**src/rtl/regfile_wport_arbiter_if.sv**
```systemverilog
// Write-port bundle between the WB mux / MDU (master side) and the arbiter (slave side).
// The register-file write port, the stall request and the pending mask ride along as arbiter outputs.
interface regfile_wport_arbiter_if;
    logic        i_wb_valid;
    logic [4:0]  i_wb_addr;
    logic [31:0] i_wb_data;
    logic        i_mdu_valid;
    logic        o_mdu_ready;
    logic [4:0]  i_mdu_addr;
    logic [31:0] i_mdu_data;
    logic [4:0]  o_rf_addr;
    logic [31:0] o_rf_data;
    logic        o_stall_req;
    logic [31:0] o_pending_mask;

    modport slave (
        input  i_wb_valid,
        input  i_wb_addr,
        input  i_wb_data,
        input  i_mdu_valid,
        input  i_mdu_addr,
        input  i_mdu_data,
        output o_mdu_ready,
        output o_rf_addr,
        output o_rf_data,
        output o_stall_req,
        output o_pending_mask
    );

    modport master (
        output i_wb_valid,
        output i_wb_addr,
        output i_wb_data,
        output i_mdu_valid,
        output i_mdu_addr,
        output i_mdu_data,
        input  o_mdu_ready,
        input  o_rf_addr,
        input  o_rf_data,
        input  o_stall_req,
        input  o_pending_mask
    );
endinterface

```
**src/rtl/regfile_wport_arbiter.sv**
```systemverilog
// Shares the register-file write port: WB has fixed priority, MDU results queue in a small
// in-order FIFO and drain on idle WB cycles; a starvation FSM requests a WB bubble.
module regfile_wport_arbiter #(
    parameter int DEPTH        = 2,
    parameter int STARVE_LIMIT = 4
) (
    input logic                    i_clk,
    input logic                    i_reset,
    regfile_wport_arbiter_if.slave wp
);
    localparam int PW = $clog2(DEPTH);
    localparam int CW = $clog2(DEPTH + 1);
    localparam int SW = $clog2(STARVE_LIMIT + 1);

    typedef enum logic [1:0] {
        S_IDLE,
        S_WAIT,
        S_STALL
    } state_e;

    logic [4:0]       addr_q [DEPTH];
    logic [31:0]      data_q [DEPTH];
    logic [DEPTH-1:0] vld_q, vld_d;
    logic [PW-1:0]    rd_ptr_q, rd_ptr_d;
    logic [PW-1:0]    wr_ptr_q, wr_ptr_d;
    logic [CW-1:0]    count_q, count_d;
    logic [SW-1:0]    starve_q, starve_d, starve_inc;
    state_e           state_q, state_d;
    logic             stall_q, stall_d;

    logic wb_req;
    logic empty;
    logic full;
    logic pop;
    logic accept;
    logic push;

    assign wb_req = wp.i_wb_valid && (wp.i_wb_addr != 5'd0);
    assign empty  = (count_q == '0);
    assign full   = (count_q == CW'(DEPTH));
    assign pop    = !wb_req && !empty;
    // Address-0 results complete the handshake but are never stored.
    assign accept = wp.i_mdu_valid && !full;
    assign push   = accept && (wp.i_mdu_addr != 5'd0);

    assign wp.o_mdu_ready = !full;
    assign wp.o_stall_req = stall_q;

    always_comb begin
        wp.o_rf_addr = 5'd0;
        wp.o_rf_data = 32'd0;
        if (!i_reset) begin
            if (wb_req) begin
                wp.o_rf_addr = wp.i_wb_addr;
                wp.o_rf_data = wp.i_wb_data;
            end else if (!empty) begin
                wp.o_rf_addr = addr_q[rd_ptr_q];
                wp.o_rf_data = data_q[rd_ptr_q];
            end
        end
    end

    always_comb begin
        wp.o_pending_mask = 32'd0;
        for (int i = 0; i < DEPTH; i++) begin
            if (vld_q[i]) wp.o_pending_mask[addr_q[i]] = 1'b1;
        end
    end

    always_comb begin
        rd_ptr_d = rd_ptr_q;
        wr_ptr_d = wr_ptr_q;
        vld_d    = vld_q;
        count_d  = count_q;
        if (pop) begin
            rd_ptr_d        = rd_ptr_q + 1'b1;
            vld_d[rd_ptr_q] = 1'b0;
        end
        if (push) begin
            wr_ptr_d        = wr_ptr_q + 1'b1;
            vld_d[wr_ptr_q] = 1'b1;
        end
        case ({push, pop})
            2'b10:   count_d = count_q + 1'b1;
            2'b01:   count_d = count_q - 1'b1;
            default: count_d = count_q;
        endcase
    end

    always_ff @(posedge i_clk or posedge i_reset) begin
        if (i_reset) begin
            rd_ptr_q <= '0;
            wr_ptr_q <= '0;
            vld_q    <= '0;
            count_q  <= '0;
            for (int i = 0; i < DEPTH; i++) begin
                addr_q[i] <= 5'd0;
                data_q[i] <= 32'd0;
            end
        end else begin
            rd_ptr_q <= rd_ptr_d;
            wr_ptr_q <= wr_ptr_d;
            vld_q    <= vld_d;
            count_q  <= count_d;
            if (push) begin
                addr_q[wr_ptr_q] <= wp.i_mdu_addr;
                data_q[wr_ptr_q] <= wp.i_mdu_data;
            end
        end
    end

    // Saturating increment; the limit compare uses the post-increment value so
    // the stall flop rises on the edge where the counter reaches the limit.
    assign starve_inc = (starve_q == SW'(STARVE_LIMIT)) ? starve_q : starve_q + 1'b1;

    always_comb begin
        state_d  = state_q;
        starve_d = starve_q;
        stall_d  = stall_q;
        case (state_q)
            S_IDLE: begin
                starve_d = '0;
                stall_d  = 1'b0;
                if (count_d != '0) state_d = S_WAIT;
            end
            S_WAIT: begin
                if (pop) begin
                    starve_d = '0;
                    if (count_d == '0) state_d = S_IDLE;
                end else if (!empty) begin
                    starve_d = starve_inc;
                    if (starve_inc == SW'(STARVE_LIMIT)) begin
                        state_d = S_STALL;
                        stall_d = 1'b1;
                    end
                end
            end
            S_STALL: begin
                stall_d = 1'b1;
                if (pop) begin
                    stall_d  = 1'b0;
                    starve_d = '0;
                    state_d  = (count_d == '0) ? S_IDLE : S_WAIT;
                end
            end
            default: begin
                state_d  = S_IDLE;
                starve_d = '0;
                stall_d  = 1'b0;
            end
        endcase
    end

    always_ff @(posedge i_clk or posedge i_reset) begin
        if (i_reset) begin
            state_q  <= S_IDLE;
            starve_q <= '0;
            stall_q  <= 1'b0;
        end else begin
            state_q  <= state_d;
            starve_q <= starve_d;
            stall_q  <= stall_d;
        end
    end
endmodule

```
**src/flat_wrapper.sv**
```systemverilog
// flat-port wrapper written by rule: the top's interface ports become plain ports
module regfile_wport_arbiter_flat 
#(
    parameter int DEPTH        = 2,
    parameter int STARVE_LIMIT = 4
)
  (i_clk, i_reset, wp_i_wb_valid, wp_i_wb_addr, wp_i_wb_data, wp_i_mdu_valid, wp_i_mdu_addr, wp_i_mdu_data, wp_o_mdu_ready, wp_o_rf_addr, wp_o_rf_data, wp_o_stall_req, wp_o_pending_mask);
  regfile_wport_arbiter_if wp_i ();
  input logic i_clk;
  input logic i_reset;
  input wire logic [$bits(wp_i.i_wb_valid)-1:0] wp_i_wb_valid;
  input wire logic [$bits(wp_i.i_wb_addr)-1:0] wp_i_wb_addr;
  input wire logic [$bits(wp_i.i_wb_data)-1:0] wp_i_wb_data;
  input wire logic [$bits(wp_i.i_mdu_valid)-1:0] wp_i_mdu_valid;
  input wire logic [$bits(wp_i.i_mdu_addr)-1:0] wp_i_mdu_addr;
  input wire logic [$bits(wp_i.i_mdu_data)-1:0] wp_i_mdu_data;
  output wire logic [$bits(wp_i.o_mdu_ready)-1:0] wp_o_mdu_ready;
  output wire logic [$bits(wp_i.o_rf_addr)-1:0] wp_o_rf_addr;
  output wire logic [$bits(wp_i.o_rf_data)-1:0] wp_o_rf_data;
  output wire logic [$bits(wp_i.o_stall_req)-1:0] wp_o_stall_req;
  output wire logic [$bits(wp_i.o_pending_mask)-1:0] wp_o_pending_mask;
  assign wp_i.i_wb_valid = wp_i_wb_valid;
  assign wp_i.i_wb_addr = wp_i_wb_addr;
  assign wp_i.i_wb_data = wp_i_wb_data;
  assign wp_i.i_mdu_valid = wp_i_mdu_valid;
  assign wp_i.i_mdu_addr = wp_i_mdu_addr;
  assign wp_i.i_mdu_data = wp_i_mdu_data;
  assign wp_o_mdu_ready = wp_i.o_mdu_ready;
  assign wp_o_rf_addr = wp_i.o_rf_addr;
  assign wp_o_rf_data = wp_i.o_rf_data;
  assign wp_o_stall_req = wp_i.o_stall_req;
  assign wp_o_pending_mask = wp_i.o_pending_mask;
  regfile_wport_arbiter #(.DEPTH(DEPTH), .STARVE_LIMIT(STARVE_LIMIT)) u_core (.i_clk(i_clk), .i_reset(i_reset), .wp(wp_i));
endmodule
```
**config.mk**
```make
export PLATFORM = sky130hd
export DESIGN_NAME = regfile_wport_arbiter_flat
export DESIGN_NICKNAME = d
export VERILOG_FILES = /design/src/rtl/regfile_wport_arbiter_if.sv /design/src/rtl/regfile_wport_arbiter.sv /design/src/flat_wrapper.sv
export SDC_FILE = /design/constraint.sdc
export NUM_CORES = 1
export LEC_CHECK = 0
export CAP_MARGIN = 20
export CORE_MARGIN = 10
export CORE_UTILIZATION = 45
export CTS_CLUSTER_SIZE = 24
export DETAILED_ROUTE_END_ITERATION = 10
export PLACE_DENSITY_LB_ADDON = 0.12
export SLEW_MARGIN = 20
export SYNTH_ARGS = -nofsm -noshare
export SYNTH_HDL_FRONTEND = slang
export SYNTH_SLANG_ARGS = --single-unit
```
**constraint.sdc**
```tcl
create_clock -name i_clk -period 3.6 [get_ports i_clk]
set_input_delay 0.54 -clock i_clk [delete_from_list [all_inputs] [get_ports i_clk]]
set_output_delay 0.54 -clock i_clk [all_outputs]
set_load 0.01 [all_outputs]
```
==> flow_metrics.tcl <==
set metrics [dict create \
    status "finished clean" \
    synthFlopType "dfrtp_1" \
    dpl.cell_count 743 \
    slew_violations 0 \
    cts_max_path_buffers 2 \
    drc 0 \
    final.setup_skew_ns 0.0103 \
    hold_buffers 0 \
    wire_per_inst_um 18.1 \
    hold_class "register to register" \
    grt_pass1_vias 4402 \
    met3WireLength_um 1090 \
    synth_top_area_cell "dfrtp_1" \
    detail-route-antenna-nets 0 \
    clock_latency_ns 0.35 \
    crit_start "wp_i_wb_addr[3]" \
    cts_tree "done" \
    crit_end "wp_o_rf_data[25]" \
    vias 4212 \
    routabilityCongestion 0.850 \
    dr.pass1.iters 5 \
    final.setup.worst_slack_ns 0.415 \
    die_w_um 126 \
    fin_crit_ns 3.19 \
    ys.warnings.count 0 \
    fin_tns_setup_ns 0 \
    syn_avg_cell_area_um2 10.4 \
    synth.area.top_cells "dfrtp_1, mux2_2, mux2i_1" \
    htreeDepth 3 \
    rr_startpoint "u_core.count_q[0]" \
    routed.top_layer "met5" \
    grt_pass1_wl_um 22600 \
    synth_top_area_share_pct 42.8 \
    r2r_cells 8 \
    grt_max_degree 48 \
    worstPathRequired_ns 3.06 \
    cts_root_buffer "clkbuf_8" \
    yosysSeqAreaShare_pct 42.8 \
    numCtsBuffers 9 \
    worstMarginPinSlew_ns 0.758 \
    end_kind "output port" \
    post-place-ws_ns 0.230 \
    portBuffers 148 \
    rrSetupSlack_ns 0.82 \
    relSlewSlack_pct 49.4 \
    num_rows 38 \
    synth_cell_types 48 \
    powerDensity_mw_per_mm2 755 \
    worstPathArrival_ns 2.65 \
    final_layout_size_suffix_gt1_share_pct 16.2 \
    fmax_ghz 0.314 \
    nets 699 \
    cts_sinks 86 \
    post_cts_buffers 0 \
    start_kind "primary input" \
    drv_cap 0 \
    wl_met1_um 5910 \
    path_clk_slew_ns 0.08 \
    core_region_area_mm2 0.0109 \
    grt_setup_unrepaired "no" \
    finalNonFillerCells 759 \
    setup_violations 0 \
    final_hold_viol_count 0 \
    peakVddDrop_uv 332 \
    rr_endpoint "u_core.state_q[1]" \
    grt_use_total_pct 16.8 \
    synthToLayoutAreaGrowth_pct 34.7 \
    syn_area_mm2 0.00503 \
    ctsResizeCount 0 \
    diodes 0 \
    start_util_pct 46.2 \
    synth_edf_count 0 \
    viasPerCell 5.55 \
    async_flop_share_pct 100 \
    finalCritPeriodShare_pct 88.5 \
    dp_hpwl_um 10100 \
    drtIter0Drc 193 \
    routed_wl_um 13700 \
    p_leak_nw 2.76 \
    wl_met2_um 6570 \
    syn_nets 568 \
    synth_seq_cells 86 \
    die_h_um 126 \
    antenna_found_initial 1 \
    path_max_fanout 21 \
    path_class "primary input to output port" \
    netlist_instances 483 \
    gr-total-overflow 0 \
    io_pins 149 \
    dieArea_mm2 0.0158 \
]
-- worst min-delay path by stage --
stage	start	end	slack, ns	cells after the start
2_1_floorplan	u_core.data_q[0]	u_core.data_q[0]	0.46	1
3_3_place_gp	u_core.data_q[9]	u_core.data_q[9]	0.47	1
3_5_place_dp	u_core.data_q[6]	u_core.data_q[6]	0.48	1
4_1_cts	u_core.data_q[14]	u_core.data_q[14]	0.50	1
5_1_grt	u_core.data_q[14]	u_core.data_q[14]	0.50	1
6_report	u_core.data_q[14]	u_core.data_q[14]	0.50	1
-- cell families after synthesis --
| group | count (synthesis) | share of synthesized area, % |
|---|---|---|
| xor gates and xnor gates | 4 | 0.697 |
| muxes | 114 | 25.2 |
| buffers and inverters | 48 | 5.22 |
| AOI/OAI and AO/OA | 93 | 11.2 |
| and+or+nand+nor | 131 | 13.1 |
| DFF | 86 | 42.8 |
| adders and majority gates | 7 | 1.74 |
-- layout by cell type (no fill, tap or decap), types with 3 or more instances in the layout --
master           netlist  final
a21oi_1               41     41
buf_12                 3      3
buf_4                  3      9
clkbuf_8               0     10
clkdlybuf4s50_1        0    148
dfrtp_1               86     85
ha_1                   7      7
inv_1                  7      6
mux2_1                19     19
mux2_2                49     49
mux2_4                 8      8
mux2i_1               38     38
nand2_1               13     13
nand3_1                5      5
nand3b_1              12     12
nor2_1                45     44
nor3_1                37     37
o21ai_0                5      5
o22ai_1               33     33
or3b_2                 4      4
xnor2_1                3      3
-- cell usage after synthesis, types with 2 or more instances --
| cell | n |
|---|---|
| inv_1 | 7 |
| buf_2 | 3 |
| mux2i_1 | 38 |
| dfrtp_1 | 86 |
| nor2b_1 | 2 |
| xnor2_1 | 3 |
| a21oi_1 | 41 |
| mux2_1 | 19 |
| buf_4 | 3 |
| buf_12 | 3 |
| or3b_2 | 4 |
| nor3_1 | 37 |
| a2bb2oi_1 | 2 |
| buf_1 | 3 |
| nor2_1 | 45 |
| or3_1 | 2 |
| nand3b_1 | 12 |
| o22ai_1 | 33 |
| mux2_4 | 8 |
| nand2b_1 | 2 |
| mux2_2 | 49 |
| nand3_1 | 5 |
| a31o_2 | 2 |
| nor3b_1 | 2 |
| ha_1 | 7 |
| o21ai_0 | 5 |
| a211oi_1 | 2 |
| clkbuf_1 | 26 |
| nand2_1 | 13 |
-- flip-flops by register name, indices dropped and copies added, names as in the netlist --
| register | cells |
|---|---|
| u_core.data_q | 64 |
| u_core.addr_q | 10 |
| u_core.starve_q | 3 |
| u_core.count_q | 2 |
| u_core.state_q | 2 |
| u_core.vld_q | 2 |
| u_core.rd_ptr_q | 1 |
| u_core.wp.o_stall_req | 1 |
| u_core.wr_ptr_q | 1 |
-- critical path, stage by stage --
cell	delay (ns)
clkdlybuf4s50_1	0.42
nor3_1	0.27
buf_4	0.19
a21boi_4	0.06
buf_4	0.22
nor3_1	0.21
a21oi_1	0.06
nor2_1	0.09
clkdlybuf4s50_1	0.57
-- area by class of cell --
class / instances / area (um^2)
clock buffers: 12 / 145
clock inverters: 4 / 32.5
fillers: 884 / 4110
inverters: 8 / 31.3
multi-input cells: 349 / 2630
flip-flops and latches: 86 / 2150
well taps: 140 / 175
repair buffers: 160 / 1610
-- layer usage --
metal	global-route usage [%]	vias to the layer above
li1	-	2009
met5	0	-
met3	6.00	16
met2	27.9	133
met1	20.5	2052
met4	3.52	2
-- where the power goes --
part           switching, mW  internal [mW]  total (mW)
Combinational           1.20           1.42        2.62
Clock                  0.343          0.273       0.616
Sequential             0.424           1.45        1.88
Total                   1.97           3.15        5.12
-- through the flow --
step	hold slack [ns]	cell area [um^2]	total power [mW]	util, %
6_report	0.498	6770	5.12	62.2
5_1_grt	0.504	6770	5.51	62.2
4_1_cts	0.500	6770	5.15	62.2
3_5_place_dp	0.481	6600	4.53	60.6
3_3_place_gp	0.473	6600	4.43	60.6
2_1_floorplan	0.464	5030	3.70	-
(Power assumes the default switching activity.)
